<file path="src/rtl/nand_bus_seq.sv">
// NAND bus cycle sequencer: runs one primitive pin operation (CMD/ADDR/WR/RD/
// WAIT_RB/CE_OFF) per request with programmable clock-count strobe timing.
module nand_bus_seq #(
    parameter int unsigned T_WP        = 2,
    parameter int unsigned T_WH        = 1,
    parameter int unsigned T_RP        = 2,
    parameter int unsigned T_REH       = 1,
    parameter int unsigned T_WB        = 4,
    parameter int unsigned TIMEOUT_CYC = 1000000
) (
    input  logic       FAB_CCC_GL0,
    input  logic       FAB_RESET_N,
    input  logic       req_valid,
    output logic       req_ready,
    input  logic [2:0] req_op,
    input  logic       req_cs,
    input  logic [7:0] req_data,
    input  logic       wp_en_n,
    output logic       rsp_valid,
    output logic [7:0] rsp_data,
    output logic       rsp_err,
    input  logic       nand_rnb,
    input  logic       nand_rnb2,
    output logic       nand_cle,
    output logic       nand_ale,
    output logic       nand_nwe,
    output logic       nand_nre,
    output logic       nand_nce,
    output logic       nand_nce2,
    output logic       nand_nwp,
    output logic [7:0] data_o,
    output logic       data_oe,
    input  logic [7:0] data_i
);

    localparam int unsigned WP_EFF  = (T_WP == 0) ? 1 : T_WP;
    localparam int unsigned WH_EFF  = (T_WH == 0) ? 1 : T_WH;
    localparam int unsigned RP_EFF  = (T_RP == 0) ? 1 : T_RP;
    localparam int unsigned REH_EFF = (T_REH == 0) ? 1 : T_REH;
    localparam int unsigned WB_EFF  = (T_WB == 0) ? 1 : T_WB;
    localparam int unsigned TO_EFF  = (TIMEOUT_CYC == 0) ? 1 : TIMEOUT_CYC;

    localparam logic [19:0] WP_M1  = 20'(WP_EFF - 1);
    localparam logic [19:0] WH_M1  = 20'(WH_EFF - 1);
    localparam logic [19:0] RP_M1  = 20'(RP_EFF - 1);
    localparam logic [19:0] REH_M1 = 20'(REH_EFF - 1);
    localparam logic [19:0] WB_M1  = 20'(WB_EFF - 1);
    localparam logic [19:0] TO_M1  = 20'(TO_EFF - 1);

    typedef enum logic [2:0] {
        IDLE, WE_LO, WE_HI, RE_LO, RE_HI, WB, POLL, DONE
    } state_t;

    typedef enum logic [2:0] {
        OP_CMD, OP_ADDR, OP_WR, OP_RD, OP_WAIT, OP_CEOFF
    } op_t;

    state_t      state;
    logic [19:0] cnt;
    logic        cs_q;
    logic [1:0]  rb_s1;
    logic [1:0]  rb_s2;

    always_ff @(posedge FAB_CCC_GL0) begin
        if (!FAB_RESET_N) begin
            state     <= IDLE;
            cnt       <= '0;
            cs_q      <= 1'b0;
            rb_s1     <= '0;
            rb_s2     <= '0;
            req_ready <= 1'b1;
            rsp_valid <= 1'b0;
            rsp_data  <= '0;
            rsp_err   <= 1'b0;
            nand_cle  <= 1'b0;
            nand_ale  <= 1'b0;
            nand_nwe  <= 1'b1;
            nand_nre  <= 1'b1;
            nand_nce  <= 1'b1;
            nand_nce2 <= 1'b1;
            nand_nwp  <= 1'b0;
            data_o    <= '0;
            data_oe   <= 1'b0;
        end else begin
            nand_nwp  <= wp_en_n;
            rb_s1     <= {nand_rnb2, nand_rnb};
            rb_s2     <= rb_s1;
            rsp_valid <= 1'b0;

            case (state)
                IDLE: begin
                    if (req_valid && req_ready) begin
                        req_ready <= 1'b0;
                        cs_q      <= req_cs;
                        nand_nce  <= req_cs;
                        nand_nce2 <= ~req_cs;
                        case (req_op)
                            OP_CMD, OP_ADDR, OP_WR: begin
                                state    <= WE_LO;
                                cnt      <= WP_M1;
                                nand_nwe <= 1'b0;
                                nand_cle <= (req_op == OP_CMD);
                                nand_ale <= (req_op == OP_ADDR);
                                data_oe  <= 1'b1;
                                data_o   <= req_data;
                            end
                            OP_RD: begin
                                state    <= RE_LO;
                                cnt      <= RP_M1;
                                nand_nre <= 1'b0;
                                data_oe  <= 1'b0;
                            end
                            OP_WAIT: begin
                                state <= WB;
                                cnt   <= WB_M1;
                            end
                            // CE_OFF and illegal ops spend their single busy
                            // clock in WE_HI with a zero count; nwe is already high.
                            OP_CEOFF: begin
                                state     <= WE_HI;
                                cnt       <= '0;
                                nand_nce  <= 1'b1;
                                nand_nce2 <= 1'b1;
                            end
                            default: begin
                                state   <= WE_HI;
                                cnt     <= '0;
                                rsp_err <= 1'b1;
                            end
                        endcase
                    end
                end
                WE_LO: begin
                    if (cnt == '0) begin
                        state    <= WE_HI;
                        cnt      <= WH_M1;
                        nand_nwe <= 1'b1;
                    end else begin
                        cnt <= cnt - 20'd1;
                    end
                end
                WE_HI, RE_HI: begin
                    if (cnt == '0) begin
                        state     <= DONE;
                        rsp_valid <= 1'b1;
                        nand_cle  <= 1'b0;
                        nand_ale  <= 1'b0;
                        data_oe   <= 1'b0;
                    end else begin
                        cnt <= cnt - 20'd1;
                    end
                end
                RE_LO: begin
                    if (cnt == '0) begin
                        state    <= RE_HI;
                        cnt      <= REH_M1;
                        nand_nre <= 1'b1;
                        rsp_data <= data_i;
                    end else begin
                        cnt <= cnt - 20'd1;
                    end
                end
                WB: begin
                    if (cnt == '0) begin
                        state <= POLL;
                        cnt   <= TO_M1;
                    end else begin
                        cnt <= cnt - 20'd1;
                    end
                end
                POLL: begin
                    if (rb_s2[cs_q]) begin
                        state     <= DONE;
                        rsp_valid <= 1'b1;
                    end else if (cnt == '0) begin
                        state     <= DONE;
                        rsp_valid <= 1'b1;
                        rsp_err   <= 1'b1;
                    end else begin
                        cnt <= cnt - 20'd1;
                    end
                end
                DONE: begin
                    state     <= IDLE;
                    req_ready <= 1'b1;
                    rsp_err   <= 1'b0;
                end
                default: begin
                    state     <= IDLE;
                    req_ready <= 1'b1;
                end
            endcase
        end
    end

endmodule

</file>
<file path="config.mk">
export PLATFORM = sky130hd
export DESIGN_NAME = nand_bus_seq
export DESIGN_NICKNAME = d
export VERILOG_FILES = /design/src/rtl/nand_bus_seq.sv
export SDC_FILE = /design/constraint.sdc
export NUM_CORES = 1
export LEC_CHECK = 0
export ABC_AREA = 1
export CORE_UTILIZATION = 50
export CTS_CLUSTER_SIZE = 28
export DETAILED_ROUTE_END_ITERATION = 16
export PLACE_DENSITY = 0.76
export SYNTH_ARGS = -nofsm -noshare
export SYNTH_HDL_FRONTEND = slang
export SYNTH_SLANG_ARGS = --single-unit
export TNS_END_PERCENT = 5
</file>
<file path="constraint.sdc">
create_clock -name FAB_CCC_GL0 -period 2.2 [get_ports FAB_CCC_GL0]
set_input_delay 0.44 -clock FAB_CCC_GL0 [delete_from_list [all_inputs] [get_ports FAB_CCC_GL0]]
set_output_delay 0.44 -clock FAB_CCC_GL0 [all_outputs]
set_load 0.05 [all_outputs]
</file>
After elaboration in Yosys (flattened, before gate mapping):

Cells that the tools add are included.

* output and inout bits: 27
* input bits: 26
* logic and storage cells: 115
* memories kept: 0
* memory bits (read-only): 0
* memory bits (writable): 0
* latch bits: 0
* bits in registers: 55

* $add $sub $neg: 1
* reductions and logical operators: 26
* divide/modulo/power cells: 0
* shifts and indexed selects: 0
* bitwise logic cells: 1
* $mul: 0
* muxes and demuxes: 45
* order comparisons: 1
* equal/unequal tests: 23

Operators by type and width (count)
* 2-to-1 mux 20 bit: 5
* one-hot mux 20 bit (5 select lines): 1
* 2-to-1 mux 1 bit: 21
* one-hot mux 3 bit (7 select lines): 1
* zero test 20 bit: 1
* AND reduction 4 bit: 5
* subtractor 20 x 1 -> 20 bit, second input constant: 1
* == test 3 bit, second input constant: 6
* 2-to-1 mux 3 bit: 6
* != test 2 bit, second input constant: 8
* one-hot mux 1 bit (2 select lines): 8
* == test 3 x 2 -> 1 bit, second input constant: 4
* one-hot mux 3 bit (3 select lines): 1
* nonzero test 2 bit: 4
* == test 3 x 1 -> 1 bit, second input constant: 2
* zero test 3 bit: 2
* AND reduction 2 bit: 3
* AND reduction 3 bit: 2
* OR reduction 6 bit: 1
* AND reduction 5 bit: 1
* nonzero test 5 bit: 1
* != test 2 x 1 -> 1 bit, second input constant: 2
* one-hot mux 2 bit (2 select lines): 1
* OR reduction 2 bit: 2
* other kinds (8): 8

Logic depth before layout (Yosys ltp):

Gate-level depths: netlist of the first run.

* depth in word-level cells: 5
* depth in mapped cells: 13
* gate-level depth less buffers: 12

Worst setup path after synthesis of the first run:

Ideal clock, no wire load.

* path type: reg-to-reg
* from: reg req_ready
* to: reg data_o[0]
* clock period less this slack: 1666 ps
* setup slack: 534 ps
* required time: 2084 ps
* buffers on the path: 0
* cell stages (with the launch flop): 8
* arrival time: 1549 ps
* path through: dfxtp_1 nand2_1 nor2_1 inv_1 nor2_4 clkinv_1 nor2_1 nor2_1

* longest elaborated chain between the ends: 2

RTL lines
* start: declaration: RTL line 14 `output logic req_ready,`
* start signal: assignment: RTL line 71 `req_ready <= 1'b1;`
* start signal: assignment: RTL line 93 `req_ready <= 1'b0;`
* start signal: assignment: RTL line 185 `req_ready <= 1'b1;`
* logical AND 1 bit: RTL line 92 `if (req_valid && req_ready) begin`
* AND reduction 3 bit (no line)
* end signal: assignment: RTL line 105 `data_o <= req_data;`
* end: declaration: RTL line 31 `output logic [7:0] data_o,`

Every way passes these cells.
A chain may end at the register's enable or synchronous reset.

Worst setup path after layout of the first run:

* from: reg nand_nwe
* to: out nand_nwe

RTL lines
* start: declaration: RTL line 26 `output logic nand_nwe,`
* start signal: assignment: RTL line 77 `nand_nwe <= 1'b1;`
* start signal: assignment: RTL line 101 `nand_nwe <= 1'b0;`
* start signal: assignment: RTL line 137 `nand_nwe <= 1'b1;`

No word-level cell between the ends.

==> results_tabular.tex, run 1 <==
\begin{tabular}{lr}
\hline
Metric & Value \\
\hline
\multicolumn{2}{l}{\textbf{Outcome}} \\
Status & finished, final reports clean \\
\multicolumn{2}{l}{\textbf{Critical path}} \\
Slowest library cell on the worst path & sky130\_fd\_sc\_hd\_\_clkdlybuf4s50\_1 \\
Ordered list of cells on the worst path & clkdlybuf4s50\_1 \\
CP bufs+invs & 1 \\
Largest delay contributor family on the critical path & buffers and inverters \\
Number of cell instances on the worst register-to-register path & 9 \\
Source of the critical timing path & nand\_nwe \\
Critical R2R Launch & cnt[0] \\
Largest fanout on the critical path & 2 \\
Worst Path Class, Setup & reg -> out \\
Critical Path Source Type & register \\
Critical path's largest stage delay & 0.84 ns \\
Crit. End Element & primary output \\
CP arrival & 1.52 ns \\
Crit path required time & 1.76 ns \\
Stages on the worst setup path & 1 \\
\multicolumn{2}{l}{\textbf{STA}} \\
Max-slew headroom at the worst pin & 60.58\% \\
Fmax & 0.5100 GHz \\
Worst slew pin tran & 0.5907 ns \\
Final critical delay including setup and external delays & 1.961 ns \\
Setup Skew & 0.01020 ns \\
PnR worst setup slack & 0.2394 ns \\
Final count of pins violating max slew & 0 \\
Fraction of the cycle the final worst path needs & 89.12\% \\
Setup repair after global routing missed its margin & false \\
Hold Fails Final Rpt & 0 \\
Final setup viols & 0 \\
Post-route setup TNS & 0 ns \\
\multicolumn{2}{l}{\textbf{Floorplan}} \\
Area of the die & 6309 um\^{}2 \\
Overall die height & 79.43 um \\
Standard cell core area & 5642 um\^{}2 \\
Io pins & 53 \\
Rows & 27 \\
Horiz. Die Dim & 79.43 um \\
Starting density of the core & 53.14\% \\
\multicolumn{2}{l}{\textbf{Clock network}} \\
Root buffer cell & sky130\_fd\_sc\_hd\_\_clkbuf\_8 \\
Resized Gates After CTS & 0 \\
Number of sinks driven by the clock tree & 55 \\
Clock latency of the later-clocked register in the worst-skew pair & 0.33 ns \\
Num CTS Buffers & 5 \\
CTS hold repair buffers & 0 \\
Number of buffers added for setup after CTS & 0 \\
Maximum clock insertion buffer count & 2 \\
Clock tree from TritonCTS & built \\
Number of levels the H-tree was split into & 2 \\
CTS clock-pin slew for the worst setup and hold paths & 0.12 ns \\
\multicolumn{2}{l}{\textbf{Drt}} \\
Total wire length & 7.709 mm \\
Vias/cell & 5.235 \\
Routed vias & 3,094 \\
Detailed Routing Iterations Pass 1 & 5 \\
Antenna-violating nets left & 0 \\
DRC & 0 \\
Routed length per placed instance & 13.04 um \\
Drt first-iter violations & 176 \\
\multicolumn{2}{l}{\textbf{Cells and area}} \\
Layout Cells excl Fill & 591 \\
Final antenna diode count & 0 \\
Highest-count cells in the layout ignoring fill and taps & sky130\_fd\_sc\_hd\_\_nand2\_1, sky130\_fd\_sc\_hd\_\_nor2\_1, sky130\_fd\_sc\_hd\_\_dfxtp\_1 \\
Most common library cell in the layout ignoring fill and taps & sky130\_fd\_sc\_hd\_\_nand2\_1 \\
Number of nets in the layout & 546 \\
Area growth from synthesis to final layout & 23.66\% \\
Share of final-layout standard cells stronger than drive strength 1 & 8.285\% \\
\multicolumn{2}{l}{\textbf{Synthesis}} \\
Cell type contributing the most total cell area after synthesis & sky130\_fd\_sc\_hd\_\_dfxtp\_1 \\
Number of warnings printed during yosys synthesis & 0 \\
FF+latch count, synth & 55 \\
Primary flip-flop cell chosen by synthesis mapping & sky130\_fd\_sc\_hd\_\_dfxtp\_1 \\
Avg Inst Size Synth & 6.503 um\^{}2 \\
Post-Syn Instances & 461 \\
Cell area after synthesis & 2998 um\^{}2 \\
Share of synthesized flip-flops with an asynchronous set or reset & 0\% \\
Number of flops mapped to enable cells by yosys & 0 \\
Total nets after synthesis & 489 \\
Cell types occupying the most area after synthesis & sky130\_fd\_sc\_hd\_\_dfxtp\_1, sky130\_fd\_sc\_hd\_\_nand2\_1, sky130\_fd\_sc\_hd\_\_nor2\_1 \\
Sequential share of the synthesized area & 36.73\% \\
Number of library cell types mapped by synthesis & 35 \\
Top cell type's share of synthesized area & 36.73\% \\
\multicolumn{2}{l}{\textbf{Run}} \\
Max-cap viol count & 0 \\
\multicolumn{2}{l}{\textbf{Placement}} \\
Weighted congestion at the end of routability-driven global placement & 0.8529 \\
Estimated wirelength of the detail-placed design & 5.607 mm \\
Placed cell count & 583 \\
Count of port buffers added during placement & 52 \\
Setup slack after placement & 0.2227 ns \\
\multicolumn{2}{l}{\textbf{Power}} \\
Switching Fraction & 54.67\% \\
Internal Dissipation & 0.002834 W \\
Net switching power of the design & 0.003418 W \\
Combinational cell fraction of total power & 66.0\% \\
Clk network pwr share & 10.2\% \\
Total power & 0.006252 W \\
Seq pwr share & 23.8\% \\
Power density of the placed cells & 1686 nW/um\^{}2 \\
Leakage power of the design & 1.716 nW \\
Peak supply drop & 845.0 uV \\
\multicolumn{2}{l}{\textbf{Global routing}} \\
First-pass GRT wire length & 12.92 mm \\
Initial antenna violation count & 0 \\
Global router's overall resource usage & 25.81\% \\
Sum of overflow across all layers after global routing & 0 \\
Via count of the first global-routing pass & 2,821 \\
Largest net degree at the start of global routing & 26 \\
\multicolumn{2}{l}{\textbf{Min path}} \\
Type of the tightest min-delay check & reg -> reg \\
Hold path start & rb\_s1[1] \\
Cell depth of the worst min-delay path & 2 \\
\hline
\end{tabular}
## Yosys cell counts (2+ instances only)
cell                       count
sky130_fd_sc_hd__nand2_1     117
sky130_fd_sc_hd__nor2_1       73
sky130_fd_sc_hd__dfxtp_1      55
sky130_fd_sc_hd__inv_1        46
sky130_fd_sc_hd__nand3_1      39
sky130_fd_sc_hd__o21ai_0      28
sky130_fd_sc_hd__a21oi_1      27
sky130_fd_sc_hd__nand4_1      11
sky130_fd_sc_hd__nor3_1       11
sky130_fd_sc_hd__nor2_2        6
sky130_fd_sc_hd__xor2_1        5
sky130_fd_sc_hd__clkbuf_1      4
sky130_fd_sc_hd__inv_2         4
sky130_fd_sc_hd__nand2_2       4
sky130_fd_sc_hd__nor2_4        4
sky130_fd_sc_hd__xnor2_1       3
sky130_fd_sc_hd__buf_4         2
sky130_fd_sc_hd__buf_6         2
sky130_fd_sc_hd__ha_1          2
sky130_fd_sc_hd__nand4_2       2
sky130_fd_sc_hd__or2_2         2
## stage by stage
step | area [um^2] | utilization (%) | hold WS, ns
after detailed placement | 3607 | 63.94 | 0.3964
after global placement | 3607 | 63.94 | 0.3921
after floorplan | 2998 | - | 0.3905
after global routing | 3707 | 65.71 | 0.4354
after CTS | 3707 | 65.71 | 0.4198
final | 3707 | 65.71 | 0.4151
## routing by layer
metal | share of wire, % | global-route usage [%] | wire (um) | vias up
li1 | - | - | - | 1593
met1 | 47 | 34.47 | 3652 | 1412
met2 | 45 | 41.20 | 3450 | 87
met3 | 7.5 | 8.343 | 578 | 2
met4 | 0.35 | 3.818 | 27 | 0
met5 | 0 | 0 | 0 | -
## state kept, by name (all words and copies together) (netlist names), 2 cells and up
name      count
cnt          20
data_o        8
rb_s1         2
rb_s2         2
rsp_data      8
state         3
## power groups by stage
stage | Combinational (W) | Sequential, W | Clock [W]
2_1_floorplan | 0.00297 | 0.00170 | 0
3_3_place_gp | 0.00397 | 0.00150 | 0
3_5_place_dp | 0.00407 | 0.00150 | 0
4_1_cts | 0.00409 | 0.00148 | 0.000653
5_1_grt | 0.00461 | 0.00152 | 0.000689
6_report | 0.00412 | 0.00149 | 0.000639
## final timing paths
check | end | slack [ns]
hold / removal | rb_s2[1] | 0.42
setup reg to reg | rsp_data[1] | 0.28
setup / recovery | nand_nwe | 0.24
hold reg to reg | rb_s2[1] | 0.42
## cells by family after synthesis
logic type	after synthesis	share of synthesized area, %
AO/OA/AOI/OAI	62	10.98
buffers and inverters	62	8.597
adder cells (fa/ha/maj)	2	0.8346
flip-flops	55	36.73
AND/OR/NAND/NOR	272	40.53
XOR/XNOR	8	2.337
## cell type report
type | instances | area (um^2)
Sequential cell | 55 | 1101
Timing Repair Buffer | 60 | 580.6
Multi-Input combinational cell | 344 | 1639
Fill cell | 519 | 1934
Clock inverter | 3 | 31.28
Clock buffer | 5 | 68.82
Inverter | 52 | 196.4
Tap cell | 72 | 90.09
## worst reg2reg max path, stage by stage (launching register included)
cell and delay, ns:
sky130_fd_sc_hd__dfxtp_1 0.33, sky130_fd_sc_hd__inv_1 0.12, sky130_fd_sc_hd__ha_1 0.20, sky130_fd_sc_hd__nand2_1 0.08, sky130_fd_sc_hd__nor3_1 0.27, sky130_fd_sc_hd__nand3_1 0.17
sky130_fd_sc_hd__nor2_2 0.30, sky130_fd_sc_hd__inv_2 0.16, sky130_fd_sc_hd__nor2_1 0.13, sky130_fd_sc_hd__nor2_1 0.06
(Power assumes the default switching activity.)
==> inputs of run 2 (changes only) <==
--- a/config.mk
+++ b/config.mk
@@ -6,10 +6,10 @@
 export NUM_CORES = 1
 export LEC_CHECK = 0
 export ABC_AREA = 1
-export CORE_UTILIZATION = 50
+export CORE_UTILIZATION = 45
 export CTS_CLUSTER_SIZE = 28
 export DETAILED_ROUTE_END_ITERATION = 16
-export PLACE_DENSITY = 0.76
+export PLACE_DENSITY = 0.7
 export SYNTH_ARGS = -nofsm -noshare
 export SYNTH_HDL_FRONTEND = slang
 export SYNTH_SLANG_ARGS = --single-unit
==> results_tabular.tex, run 2 (synthesis gave the netlist of run 1 again) <==
\begin{tabular}{lr}
\hline
Metric & Value \\
\hline
\multicolumn{2}{l}{\textbf{Clock network}} \\
Number of buffers added for setup after CTS & 0 \\
Maximum clock insertion buffer count & 2 \\
Resized Gates After CTS & 0 \\
Num CTS Buffers & 5 \\
CTS clock-pin slew for the worst setup and hold paths & 0.11 ns \\
Clock latency of the later-clocked register in the worst-skew pair & 0.32 ns \\
Clock tree from TritonCTS & built \\
Number of sinks driven by the clock tree & 55 \\
CTS hold repair buffers & 0 \\
Root buffer cell & sky130\_fd\_sc\_hd\_\_clkbuf\_8 \\
Number of levels the H-tree was split into & 2 \\
\multicolumn{2}{l}{\textbf{Floorplan}} \\
Area of the die & 6992 um\^{}2 \\
Starting density of the core & 46.94\% \\
Rows & 29 \\
Overall die height & 83.62 um \\
Horiz. Die Dim & 83.62 um \\
Io pins & 53 \\
Standard cell core area & 6386 um\^{}2 \\
\multicolumn{2}{l}{\textbf{Placement}} \\
Count of port buffers added during placement & 52 \\
Setup slack after placement & 0.1811 ns \\
Weighted congestion at the end of routability-driven global placement & 0.9000 \\
Estimated wirelength of the detail-placed design & 5.566 mm \\
Instance area at placement & 3613 um\^{}2 \\
\multicolumn{2}{l}{\textbf{Cells and area}} \\
Most common library cell in the layout ignoring fill and taps & sky130\_fd\_sc\_hd\_\_nand2\_1 \\
Largest register FFs & 20 \\
Highest-count cells in the layout ignoring fill and taps & sky130\_fd\_sc\_hd\_\_nand2\_1, sky130\_fd\_sc\_hd\_\_nor2\_1, sky130\_fd\_sc\_hd\_\_dfxtp\_1 \\
Area growth from synthesis to final layout & 23.96\% \\
Share of final-layout standard cells stronger than drive strength 1 & 8.285\% \\
Total non-filler cell area in the finished layout & 3716 um\^{}2 \\
Number of nets in the layout & 546 \\
Final antenna diode count & 0 \\
Top Registers & cnt: 20 flops, data\_o: 8 flops, rsp\_data: 8 flops \\
Most flop-heavy register & cnt \\
\multicolumn{2}{l}{\textbf{STA}} \\
Setup repair after global routing missed its margin & false \\
Fmax & 0.5146 GHz \\
Worst slew pin tran & 0.5785 ns \\
Final critical delay including setup and external delays & 1.943 ns \\
Post-route setup TNS & 0 ns \\
Hold Fails Final Rpt & 0 \\
Fraction of the cycle the final worst path needs & 88.33\% \\
PnR worst setup slack & 0.2567 ns \\
Final setup viols & 0 \\
Max-slew headroom at the worst pin & 61.39\% \\
Setup Skew & 0.008210 ns \\
Final count of pins violating max slew & 0 \\
\multicolumn{2}{l}{\textbf{Global routing}} \\
Sum of overflow across all layers after global routing & 0 \\
Global router's overall resource usage & 22.26\% \\
First-pass GRT wire length & 12.83 mm \\
Largest net degree at the start of global routing & 26 \\
Via count of the first global-routing pass & 2,909 \\
Initial antenna violation count & 0 \\
\multicolumn{2}{l}{\textbf{Critical path}} \\
Worst Path Class, Setup & reg -> out \\
Worst-case register-to-register setup slack & 0.27 ns \\
CP arrival & 1.50 ns \\
Slowest library cell on the worst path & sky130\_fd\_sc\_hd\_\_clkdlybuf4s50\_1 \\
Stages on the worst setup path & 1 \\
Crit path required time & 1.76 ns \\
Critical path's largest stage delay & 0.83 ns \\
Largest fanout on the critical path & 2 \\
Termination of the worst setup path & nand\_ale \\
CP bufs+invs & 1 \\
Number of cell instances on the worst register-to-register path & 9 \\
Source of the critical timing path & nand\_ale \\
Ordered list of cells on the worst path & clkdlybuf4s50\_1 \\
Critical Path Source Type & register \\
Largest delay contributor family on the critical path & buffers and inverters \\
Crit. End Element & primary output \\
Worst R2R End & cnt[11] \\
Critical R2R Launch & cnt[0] \\
\multicolumn{2}{l}{\textbf{Drt}} \\
Antenna-violating nets left & 0 \\
Routed length per placed instance & 12.52 um \\
DRC & 0 \\
Drt first-iter violations & 138 \\
Vias/cell & 5.153 \\
Routed vias & 3,071 \\
Total wire length & 7.461 mm \\
Detailed Routing Iterations Pass 1 & 4 \\
\multicolumn{2}{l}{\textbf{Power}} \\
Power density of the placed cells & 1675 nW/um\^{}2 \\
Clk network pwr share & 10.0\% \\
Seq pwr share & 23.8\% \\
Internal Dissipation & 0.002847 W \\
Leakage power of the design & 1.715 nW \\
Switching Fraction & 54.26\% \\
Net switching power of the design & 0.003377 W \\
Peak supply drop & 1005 uV \\
Combinational cell fraction of total power & 66.2\% \\
\multicolumn{2}{l}{\textbf{Min path}} \\
Type of the tightest min-delay check & reg -> reg \\
\multicolumn{2}{l}{\textbf{Outcome}} \\
Status & finished, final reports clean \\
\multicolumn{2}{l}{\textbf{Run}} \\
Max-cap viol count & 0 \\
\hline
\end{tabular}
run 2: changes by cell type in the layout (fill, tap and decap cells not counted), sizes merged:
cell    previous run  this run
clkinv             3         4
inv               52        51
run 2: cell type report:
class | count | area (um^2)
clock buffer | 5 | 68.82
clock inverter | 3 | 33.78
fill | 643 | 2670
inverter | 52 | 196.4
multi-input combinational | 344 | 1639
sequential | 55 | 1101
tap | 77 | 96.34
timing repair buffer | 60 | 580.6
run 2: through the flow:
stage	hold WS, ns	std cells	power (W)	utilization (%)
floorplan	0.3905	461	0.004665	-
global placement	0.3911	588	0.005513	56.58
detailed placement	0.4053	588	0.005571	56.58
CTS	0.4296	596	0.006213	58.19
global route	0.4538	596	0.006804	58.19
finish	0.4253	596	0.006224	58.19
run 2: how the worst min path moves through the flow:
| stage | startpoint | endpoint | slack [ns] | cells after the start |
|---|---|---|---|---|
| floorplan | rb_s1[0] | rb_s2[0] | 0.39 | 2 |
| global placement | rb_s1[1] | rb_s2[1] | 0.39 | 2 |
| detailed placement | rb_s1[0] | rb_s2[0] | 0.41 | 2 |
| CTS | rb_s1[1] | rb_s2[1] | 0.43 | 2 |
| global route | rb_s1[1] | rb_s2[1] | 0.45 | 2 |
| finish | rb_s1[0] | rb_s2[0] | 0.43 | 2 |
run 2: worst min-delay path, delay by kind of cell (launching register included):
family | cells | cell delay, ns
simple gates | 1 | 0.05
flops | 1 | 0.31
buf+inv | 1 | 0.03
run 2: power groups by stage:
stage	clock network (W)	logic, W	registers [W]
2_1_floorplan	0	0.00297	0.00170
3_3_place_gp	0	0.00402	0.00150
3_5_place_dp	0	0.00407	0.00150
4_1_cts	0.000639	0.00409	0.00148
5_1_grt	0.000677	0.00460	0.00152
6_report	0.000623	0.00412	0.00148
run 2: per-layer routing:
metal	GRT usage, %	wire length (um)	vias to the layer above
met5	0	0	-
met4	5.701	65	0
met1	28.24	3449	1368
met3	6.726	631	7
met2	36.81	3314	96
li1	-	-	1600
